### config.mk
export PLATFORM = sky130hd
export DESIGN_NAME = cellrv32_xbus_arbiter
export DESIGN_NICKNAME = d
export VERILOG_FILES = /design/src/rtl/cellrv32_xbus_arbiter.sv
export SDC_FILE = /design/constraint.sdc
export NUM_CORES = 1
export LEC_CHECK = 0
export CELL_PAD_IN_SITES_DETAIL_PLACEMENT = 0
export CELL_PAD_IN_SITES_GLOBAL_PLACEMENT = 2
export CORE_ASPECT_RATIO = 2
export CORE_MARGIN = 2
export CORE_UTILIZATION = 24
export DETAILED_ROUTE_END_ITERATION = 6
export PLACE_DENSITY = 0.79
export SLEW_MARGIN = 20
export SYNTH_ARGS = -nofsm -noshare
export SYNTH_HDL_FRONTEND = slang
export SYNTH_SLANG_ARGS = --single-unit
### constraint.sdc
create_clock -name clk_i -period 1.8 [get_ports clk_i]
set_input_delay 0.36 -clock clk_i [delete_from_list [all_inputs] [get_ports clk_i]]
set_output_delay 0.36 -clock clk_i [all_outputs]
set_load 0.01 [all_outputs]
### src/rtl/cellrv32_xbus_arbiter.sv
// cellrv32_xbus_arbiter: serializes two requesters (A, B) onto the single XBUS gateway host port.
// Optional contention counter enabled by defining CELLRV32_XBUS_ARB_STAT_EN.
module cellrv32_xbus_arbiter #(
    parameter logic        PRIO_RR    = 1'b0,
    parameter int unsigned STAT_WIDTH = 16
) (
    input  logic                  clk_i,
    input  logic                  rst_i,
    input  logic                  a_src_i,
    input  logic [31:0]           a_addr_i,
    input  logic                  a_rden_i,
    input  logic                  a_wren_i,
    input  logic [3:0]            a_ben_i,
    input  logic [31:0]           a_data_i,
    input  logic                  a_priv_i,
    output logic [31:0]           a_data_o,
    output logic                  a_ack_o,
    output logic                  a_err_o,
    output logic                  a_tmo_o,
    input  logic                  b_src_i,
    input  logic [31:0]           b_addr_i,
    input  logic                  b_rden_i,
    input  logic                  b_wren_i,
    input  logic [3:0]            b_ben_i,
    input  logic [31:0]           b_data_i,
    input  logic                  b_priv_i,
    output logic [31:0]           b_data_o,
    output logic                  b_ack_o,
    output logic                  b_err_o,
    output logic                  b_tmo_o,
    output logic                  x_src_o,
    output logic                  x_priv_o,
    output logic [31:0]           x_addr_o,
    output logic                  x_rden_o,
    output logic                  x_wren_o,
    output logic [3:0]            x_ben_o,
    output logic [31:0]           x_data_o,
    input  logic [31:0]           x_data_i,
    input  logic                  x_ack_i,
    input  logic                  x_err_i,
    input  logic                  x_tmo_i,
    output logic [STAT_WIDTH-1:0] stat_cont_o
);
    typedef enum logic [1:0] {S_IDLE, S_BUSY_A, S_BUSY_B} state_t;

    typedef struct packed {
        logic        src;
        logic [31:0] addr;
        logic        we;
        logic [3:0]  ben;
        logic [31:0] data;
        logic        priv;
    } req_t;

    state_t state_q, state_d;
    logic   pend_a_q, pend_a_d, pend_b_q, pend_b_d;
    logic   last_b_q, last_b_d;
    logic   x_rden_q, x_rden_d, x_wren_q, x_wren_d;
    req_t   buf_a_q, buf_a_d, buf_b_q, buf_b_d, x_req_q, x_req_d;
    req_t   a_req, b_req;
    logic   acc_a, acc_b, resp_any, busy_a, busy_b, free;
    logic   cand_a, cand_b, grant_a, grant_b;
    logic   own_a, own_b;

    // pend_*_q stays set while the request waits and while it is in flight
    always_comb begin
        a_req    = '{src: a_src_i, addr: a_addr_i, we: a_wren_i, ben: a_ben_i,
                     data: a_data_i, priv: a_priv_i};
        b_req    = '{src: b_src_i, addr: b_addr_i, we: b_wren_i, ben: b_ben_i,
                     data: b_data_i, priv: b_priv_i};
        acc_a    = (a_rden_i | a_wren_i) & ~pend_a_q;
        acc_b    = (b_rden_i | b_wren_i) & ~pend_b_q;
        resp_any = x_ack_i | x_err_i | x_tmo_i;
        busy_a   = (state_q == S_BUSY_A);
        busy_b   = (state_q == S_BUSY_B);
        free     = (state_q == S_IDLE) | resp_any;
        cand_a   = free & ~busy_a & (pend_a_q | acc_a);
        cand_b   = free & ~busy_b & (pend_b_q | acc_b);
        grant_a  = cand_a & (~cand_b | ~PRIO_RR | last_b_q);
        grant_b  = cand_b & ~grant_a;
    end

    always_comb begin
        state_d  = state_q;
        pend_a_d = pend_a_q;
        pend_b_d = pend_b_q;
        last_b_d = last_b_q;
        buf_a_d  = buf_a_q;
        buf_b_d  = buf_b_q;
        x_req_d  = x_req_q;
        x_rden_d = 1'b0;
        x_wren_d = 1'b0;
        if (acc_a) begin
            pend_a_d = 1'b1;
            buf_a_d  = a_req;
        end
        if (acc_b) begin
            pend_b_d = 1'b1;
            buf_b_d  = b_req;
        end
        if (resp_any && (state_q != S_IDLE)) begin
            state_d = S_IDLE;
            if (busy_a) pend_a_d = 1'b0;
            else        pend_b_d = 1'b0;
        end
        if (grant_a) begin
            state_d  = S_BUSY_A;
            last_b_d = 1'b0;
            x_req_d  = pend_a_q ? buf_a_q : a_req;
            x_rden_d = ~x_req_d.we;
            x_wren_d = x_req_d.we;
        end else if (grant_b) begin
            state_d  = S_BUSY_B;
            last_b_d = 1'b1;
            x_req_d  = pend_b_q ? buf_b_q : b_req;
            x_rden_d = ~x_req_d.we;
            x_wren_d = x_req_d.we;
        end
    end

    always_ff @(posedge clk_i) begin
        if (rst_i) begin
            state_q  <= S_IDLE;
            pend_a_q <= 1'b0;
            pend_b_q <= 1'b0;
            last_b_q <= 1'b1;
            buf_a_q  <= '0;
            buf_b_q  <= '0;
            x_req_q  <= '0;
            x_rden_q <= 1'b0;
            x_wren_q <= 1'b0;
        end else begin
            state_q  <= state_d;
            pend_a_q <= pend_a_d;
            pend_b_q <= pend_b_d;
            last_b_q <= last_b_d;
            buf_a_q  <= buf_a_d;
            buf_b_q  <= buf_b_d;
            x_req_q  <= x_req_d;
            x_rden_q <= x_rden_d;
            x_wren_q <= x_wren_d;
        end
    end

    // Responses are suppressed while reset is asserted so an aborted transfer never completes
    assign own_a    = busy_a & ~rst_i;
    assign own_b    = busy_b & ~rst_i;
    assign a_err_o  = own_a & x_err_i;
    assign a_tmo_o  = own_a & x_tmo_i & ~x_err_i;
    assign a_ack_o  = own_a & x_ack_i & ~x_err_i & ~x_tmo_i;
    assign a_data_o = a_ack_o ? x_data_i : '0;
    assign b_err_o  = own_b & x_err_i;
    assign b_tmo_o  = own_b & x_tmo_i & ~x_err_i;
    assign b_ack_o  = own_b & x_ack_i & ~x_err_i & ~x_tmo_i;
    assign b_data_o = b_ack_o ? x_data_i : '0;

    assign x_src_o  = x_req_q.src;
    assign x_priv_o = x_req_q.priv;
    assign x_addr_o = x_req_q.addr;
    assign x_ben_o  = x_req_q.ben;
    assign x_data_o = x_req_q.data;
    assign x_rden_o = x_rden_q;
    assign x_wren_o = x_wren_q;

`ifdef CELLRV32_XBUS_ARB_STAT_EN
    logic [STAT_WIDTH-1:0] stat_q, stat_d;
    logic                  wait_a, wait_b;

    always_comb begin
        wait_a = pend_a_q & ~busy_a & ~grant_a;
        wait_b = pend_b_q & ~busy_b & ~grant_b;
        stat_d = stat_q;
        if ((wait_a | wait_b) && (stat_q != '1)) begin
            stat_d = stat_q + STAT_WIDTH'(1);
        end
    end

    always_ff @(posedge clk_i) begin
        if (rst_i) stat_q <= '0;
        else       stat_q <= stat_d;
    end

    assign stat_cont_o = stat_q;
`else
    assign stat_cont_o = '0;
`endif

endmodule

### Yosys cells after proc, flatten, opt, wreduce, memory -nomap -nowiden

Cells that the tools add are included.

| operators by class | value |
|---|---|
| equality and inequality tests | 2 |
| multiplexer cells | 19 |
| bitwise gates (word level) | 38 |
| reductions and logical operators | 7 |

Operator list:

| cell | count |
|---|---|
| $mux 71 | 4 |
| $mux 32 | 2 |
| $and 1x1->1 | 21 |
| $mux 1 | 11 |
| $not 1->1 | 10 |
| $or 1x1->1 | 7 |
| $reduce_bool 2->1 | 3 |
| $mux 2 | 2 |
| $reduce_bool 3->1 | 1 |
| $eq 2x1->1 const B | 1 |
| $eq 2x2->1 const B | 1 |
| $logic_not 2->1 | 1 |
| $reduce_or 2->1 | 1 |
| $logic_and 1x1->1 | 1 |

| word-level totals | value |
|---|---|
| register bits after elaboration | 218 |
| output and inout port bits | 158 |
| logic and storage cells | 89 |

### Longest topological paths before layout

Gate-level depths: netlist of run 1.

| depth | value |
|---|---|
| depth in word-level cells | 9 |
| mapped depth | 7 |
| depth with buffers taken out | 4 |

### Worst setup path after synthesis of run 1

OpenSTA, ideal clock, no wires.

| path | value |
|---|---|
| path type | input port to flip-flop |
| start point | input port x_tmo_i |
| end point | register x_req_q, in the netlist x_addr_o[20] |
| library setup time | 142 ps |
| arrival | 1600 ps |
| required time | 1658 ps |
| slack | 59 ps |
| stages on the path | 6 |
| path buffers | 2 |
| path through | or4b_4 > and3_4 > buf_6 > buf_6 > o22ai_2 > a211oi_2 |

| between the ends | value |
|---|---|
| longest elaborated chain between the ends | 7 |
| elaborated cells on any way between the ends | 10 |
| those cells by class | mux: 1; bitwise: 8; reduce/logical: 1 |

RTL lines:

| item | line | source |
|---|---|---|
| from (decl) | 41 | `input logic x_tmo_i,` |
| $or 1x1->1 * | 73 | `resp_any = x_ack_i \| x_err_i \| x_tmo_i;` |
| $or 1x1->1 * | 76 | `free = (state_q == S_IDLE) \| resp_any;` |
| $and 1x1->1 (2 in a row) | 77 | `cand_a = free & ~busy_a & (pend_a_q \| acc_a);` |
| $not 1->1 | 80 | `grant_b = cand_b & ~grant_a;` |
| $and 1x1->1 | 80 |  |
| $reduce_bool 2->1 (no source line) | -- |  |
| to (signal assigned) | 139 | `x_req_q <= x_req_d;` |
| to (decl) | 59 | `req_t buf_a_q, buf_a_d, buf_b_q, buf_b_d, x_req_q, x_req_d;` |

Mark *: on every way between the ends. The rest lies on a longest branch, timed or not.
A chain may end at the register's enable or synchronous reset.

### Worst setup path after layout of run 1

| path | value |
|---|---|
| start point | input port x_tmo_i |
| end point | output port b_data_o[15] |

| between the ends | value |
|---|---|
| longest elaborated chain between the ends | 3 |

RTL lines:

| item | line | source |
|---|---|---|
| $not 1->1 | 154 | `assign b_ack_o = own_b & x_ack_i & ~x_err_i & ~x_tmo_i;` |
| $and 1x1->1 | 154 |  |
| $mux 32 | 155 | `assign b_data_o = b_ack_o ? x_data_i : '0;` |
| to (decl) | 27 | `output logic [31:0] b_data_o,` |

No other way between the ends.

==> results_dict.tcl, run 1 <==
set metrics [dict create \
    slew_headroom_pct 55.1 \
    crit_chain "dlygate4sd2_1 -> nand3b_1 -> buf_4 -> nor2_4 -> buf_12 -> clkbuf_16 -> and2_1 -> buf_2" \
    final_nets 1831 \
    dieHeight_um 303 \
    grt_pass1_wl_um 62600 \
    initial_core_util_pct 24.3 \
    synth_top_area_share_pct 40.7 \
    syn_inst 1308 \
    place.port_buffers 322 \
    worstSetupStartpoint "x_tmo_i" \
    required_ns 1.44 \
    grt.overflow.total 0 \
    layout-drive-gt1-share_pct 27.1 \
    ir_drop_mv 0.568 \
    place_ws_ns -0.723 \
    fin_cells 2223 \
    critPathMaxStageDelay_ns 0.27 \
    total_power_mw 15.9 \
    fin_crit_ns 2.05 \
    cts-root-buf "clkbuf_16" \
    synth_seq_cells 218 \
    hold_path_class "in -> reg" \
    die_area_sq_um 46500 \
    syn-cell-area_sq_um 10700 \
    status "complete, but fails checks" \
    synth-edff-count 0 \
    fin_area_sq_um 17400 \
    vias 10800 \
    dpl_cell_area_sq_um 14900 \
    clk_latency_ns 0.54 \
    violations "negative setup slack" \
    setup_tns_ns -14.23 \
    hold_viol_final 0 \
    multi_input_area_sq_um 6750 \
    p_leak_nw 7.10 \
    fmax_ghz 0.487 \
    crit_family "buffers and inverters" \
    cts_sinks 218 \
    worst_pin_slew_ns 0.673 \
    avgSynthCellArea_sq_um 8.21 \
    worstSetupPathType "in -> out" \
    drt_wl_total_um 46900 \
    die_x_um 154 \
    synth_ff_type "dfxtp_1" \
    yosysWarningCount 0 \
    core_sq_um 44200 \
    synthToLayoutAreaGrowth_pct 62.0 \
    tritoncts "built" \
    grt_usage_pct 17.2 \
    cts_buffers 25 \
    wl_per_cell_um 21.1 \
    clk_path_buf_depth 3 \
    fillers 4477 \
    yosysTopAreaCell "dfxtp_1" \
    drtAntennaViolNets 0 \
    final_max_slew_viol_count 0 \
    vias_per_cell 4.84 \
    hp-start "a_addr_i[8]" \
    fin_skew_ns 0.0153 \
    placed_cells 2130 \
    grt_setup_unrepaired "true" \
    ioPinCount 339 \
    routabilityCongestion 0.781 \
    grt_max_degree 144 \
    synth.most_common_cell "nand2_1" \
    setup_violations 98 \
    setup_slack_ns -0.252 \
    final_util_pct 39.4 \
    end_kind "primary output" \
    antenna_found_initial 3 \
    hpwlAfterDp_um 29000 \
    fp-row-count 109 \
    path_buf_inv 5 \
    r2r_start "state_q[1]" \
    cap_violations 0 \
    arrival_ns 1.69 \
    period_share_pct 114 \
    synthTopCellsByCount "350 x nand2_1, 218 x dfxtp_1, 145 x a21oi_1" \
    powerDensity_nw_per_um2 916 \
    ctsHtreeMaxLevel 1 \
    startpoint_type "input port" \
    crit_path_top_delay_cell "dlygate4sd2_1" \
    async_flop_share_pct 0 \
    regArea_sq_um 4380 \
    drtIter0Drc 364 \
    synth_cell_type_count 31 \
    drc 0 \
    ys_seq_area_share_pct 40.7 \
    grt_pass1_vias 10200 \
    firstDrtPassIters 7 \
    hold_slack_ns 0.380 \
    critical_path.max_fanout 8 \
    clk_pin_slew_ns 0.06 \
    synth_area_leaders "dfxtp_1 41%, nand2_1 12%, a211oi_1 9.1%, a21oi_1 6.8%, mux2i_1 6.7%" \
]
==> flip-flops by register name, indices dropped and copies added, names as in the netlist, 2 cells and up <==
name and flops:
x_ben_o 4, state_q 2, buf_a_q 71, x_addr_o 32, buf_b_q 71, x_data_o 32
==> cell usage in the layout, fill, tap and decap left out, types with 6 or more instances in the layout <==
| cell type | instances |
|---|---|
| a211oi_1 | 39 |
| a211oi_2 | 80 |
| a211oi_4 | 21 |
| a21oi_1 | 143 |
| and2_1 | 29 |
| and2_4 | 35 |
| buf_12 | 33 |
| buf_2 | 29 |
| buf_4 | 45 |
| buf_6 | 54 |
| clkbuf_16 | 40 |
| clkbuf_8 | 8 |
| clkdlybuf4s50_1 | 178 |
| conb_1 | 16 |
| dfxtp_1 | 214 |
| dlygate4sd2_1 | 72 |
| mux2i_1 | 72 |
| nand2_1 | 350 |
| nor2_4 | 7 |
| nor2b_1 | 72 |
| o22ai_1 | 6 |
| o22ai_2 | 50 |
| o22ai_4 | 13 |
==> per-layer routing <==
metal | up-vias | wire length [um] | global-route usage [%]
met1 | 5241 | 17700 | 19.6
li1 | 5142 | - | -
met4 | 2 | 1870 | 7.08
met3 | 75 | 2060 | 2.41
met5 | - | 13 | 0
met2 | 303 | 25300 | 31.9
==> cell families after synthesis <==
family	Yosys count	share of synthesized area (%)
buffers and inverters	140	6.63
other	1	0.0349
AOI/OAI and AO/OA	356	23.9
and+or+nand+nor	520	21.9
muxes	73	6.82
DFF	218	40.7
==> final timing paths <==
check / cells after the start / slack [ns] / end
hold reg to reg: 2 / 0.45 / buf_b_q[3]
hold / removal: 3 / 0.38 / buf_a_q[46]
setup / recovery: 8 / -0.25 / b_data_o[15]
setup reg to reg: 9 / -0.08 / x_data_o[5]
==> where the power goes <==
group | switching (mW) | internal, mW | leakage (nW)
Sequential | 0.348 | 5.33 | 1.81
Combinational | 2.65 | 2.45 | 4.90
Clock | 2.19 | 2.97 | 0.398
Total | 5.18 | 10.8 | 7.10
==> worst register-to-register path, delay by kind of cell (launching register included) <==
| kind | cells | cell delay [ns] |
|---|---|---|
| AND/OR/NAND/NOR | 1 | 0.05 |
| AO/OA/AOI/OAI | 3 | 0.62 |
| flip-flops | 1 | 0.33 |
| buffers and inverters | 5 | 0.73 |
==> layout make-up <==
cell class                 count  area share (%)
multi-input combinational    967            38.8
inverter                       1          0.0216
timing repair buffer         437            27.4
sequential                   218            25.2
tap                          555            3.99
clock buffer                  36            4.24
antenna                        2          0.0288
clock inverter                 7           0.381
==> repair_timing <==
action                     CTS  global route
gates resized for setup    370           254
hold buffers                 0             0
hold endpoints to repair     0             0
setup endpoints to repair  158           118
buffers inserted             9            20
gates cloned                 3            21
pin swaps                    6            66
(Power assumes the default switching activity.)
==> run 2, diff against run 1 <==
==> constraint.sdc (replaced) <==
create_clock -name clk_i -period 1.8 [get_ports clk_i]
set_input_delay 0.27 -clock clk_i [delete_from_list [all_inputs] [get_ports clk_i]]
set_output_delay 0.27 -clock clk_i [all_outputs]
set_load 0.01 [all_outputs]
==> run 2 against run 1 <==
  * The run still ends with negative setup slack left
  * Non-clock buffer count down 11
  * Routed wire length decreased by 2.6%
  * Core utilization is 0.40 points higher
  * Count of clock-buffer cells in the layout fell by 3
  * Die area is the same
  * Sequential cell count stayed put
  * Register-to-register slack worse by 0.08 ns
  * First-iteration DRC count rose by 32%
  * Via count fell by 1.1%
  * Sequential share of layout area decreased by 0.19 points
  * Critical path depth shrank 2
  * Combinational power rose by 0.8%
  * Critical endpoint is now b_data_o[23]
  * Largest cell class unchanged
==> results_dict.tcl, run 2 (same netlist as run 1, synthesis figures left out) <==
set metrics [dict create \
    path_buf_inv 3 \
    final_cell_mix "350 x nand2_1, 207 x clkdlybuf4s50_1, 205 x dfxtp_1" \
    critical_path.max_fanout 4 \
    p_leak_nw 7.15 \
    cts_sinks 218 \
    hold_path_class "in -> reg" \
    placed_cells 2135 \
    clk_path_buf_depth 3 \
    dpl_cell_area_sq_um 14900 \
    fin_skew_ns 0.0143 \
    antenna_found_initial 4 \
    rr_endpoint "x_data_o[25]" \
    cap_violations 0 \
    end_kind "primary output" \
    layout_commonest_cell "nand2_1" \
    fin_crit_ns 1.98 \
    r2r_start "state_q[0]" \
    hold_slack_ns 0.206 \
    clk_pin_slew_ns 0.06 \
    drtIter0Drc 479 \
    die_x_um 154 \
    tritoncts "built" \
    grt_max_degree 124 \
    vias 10600 \
    worstSetupStartpoint "state_q[0]" \
    ioPinCount 339 \
    cts_buffers 24 \
    vias_per_cell 4.81 \
    reg2reg_depth 8 \
    worstSetupPathType "reg -> out" \
    status "complete, but fails checks" \
    die_area_sq_um 46500 \
    routabilityCongestion 0.802 \
    ctsHoldBuffers 0 \
    firstDrtPassIters 5 \
    startpoint_type "register" \
    ctsHtreeMaxLevel 1 \
    initial_core_util_pct 24.3 \
    clk_latency_ns 0.55 \
    top_regs "buf_a_q x71, buf_b_q x71" \
    r2r_slack_ns -0.16 \
    crit_chain "nand2b_4 -> nor2_4 -> buf_6 -> clkbuf_16 -> and2_4 -> buf_6" \
    place.port_buffers 322 \
    worst_pin_slew_ns 0.814 \
    ir_drop_mv 0.613 \
    path_common_cell "buf_6" \
    setup_slack_ns -0.177 \
    synthToLayoutAreaGrowth_pct 63.6 \
    arrival_ns 1.71 \
    violations "negative setup slack" \
    wl_per_cell_um 20.6 \
    required_ns 1.53 \
    dieHeight_um 303 \
    hp-start "x_ack_i" \
    fin_area_sq_um 17600 \
    hold_end "state_q[0]" \
    grt.overflow.total 0 \
    drt_wl_total_um 45700 \
    final_nets 1819 \
    fillers 4436 \
    hold_depth 3 \
    grt_usage_pct 18.0 \
    core_sq_um 44200 \
    grt_pass1_wl_um 64900 \
    fmax_ghz 0.506 \
    cts-root-buf "clkbuf_16" \
    grt_setup_unrepaired "true" \
    drtAntennaViolNets 0 \
    final_max_slew_viol_count 0 \
    layout-drive-gt1-share_pct 28.5 \
    fp-row-count 109 \
    hpwlAfterDp_um 29300 \
    hold_viol_final 0 \
    grt_pass1_vias 10600 \
    critPathMaxStageDelay_ns 0.36 \
    powerDensity_nw_per_um2 912 \
    period_share_pct 110 \
    crit_path_top_delay_cell "dfxtp_4" \
    drc 0 \
    final_util_pct 39.8 \
    setup_violations 135 \
    slew_headroom_pct 45.7 \
    fin_cells 2214 \
    crit_family "simple AND/OR/NAND/NOR gates" \
]
==> run 2: repair_timing <==
item / 4_1_cts / 5_1_grt
pin swaps: 47 / 66
endpoints found under the hold margin: 0 / 0
gates resized for setup: 422 / 246
cloned: 11 / 7
buffers inserted: 18 / 5
endpoints found under the setup margin: 132 / 149
==> run 2: per-layer routing <==
metal	track usage (%)	up-vias	part of all wire (%)
met2	34.0	257	54
met1	20.2	5173	38
li1	-	5147	-
met5	0	-	0.028
met4	7.01	2	3.6
met3	2.32	64	3.8
==> run 2: worst max path at each step <==
stage,to,slack (ns),cells after the start
6_report,b_data_o[23],-0.18,6
5_1_grt,b_data_o[23],-0.24,6
4_1_cts,a_data_o[26],-0.19,6
3_5_place_dp,a_data_o[17],-0.61,7
3_3_place_gp,a_data_o[13],-0.54,7
2_1_floorplan,x_addr_o[20],0.15,6
==> run 2: metrics by stage <==
step	worst slack [ns]	setup TNS, ns	power [mW]
final	-0.177	-14.72	16.0
after global routing	-0.236	-22.02	16.8
after CTS	-0.187	-16.19	15.6
after detailed placement	-0.606	-77.96	9.93
after global placement	-0.540	-71.19	9.89
after floorplan	0.149	0	7.90
==> run 2: power breakdown <==
part | internal (mW) | leakage, nW | switching, mW
clock network | 2.96 | 0.388 | 2.21
logic | 2.50 | 4.96 | 2.63
registers | 5.34 | 1.81 | 0.383
==> run 2: cell type report <==
class	instances	area, sq um	area share [%]
Sequential cell	218	4390	25.0
Timing Repair Buffer	426	4710	26.8
Tap cell	555	694	3.95
Antenna cell	4	10.0	0.0570
Inverter	1	3.75	0.0214
Clock inverter	10	123	0.698
Multi-Input combinational cell	967	6960	39.6
Clock buffer	33	684	3.90
==> run 2: worst register-to-register path, cell delays in order, from the launching register on <==
cell	delay (ns)
dfxtp_4	0.38
buf_6	0.10
or4b_4	0.52
buf_12	0.16
nand2_8	0.07
buf_12	0.17
buf_16	0.21
o22ai_2	0.08
a211oi_1	0.19
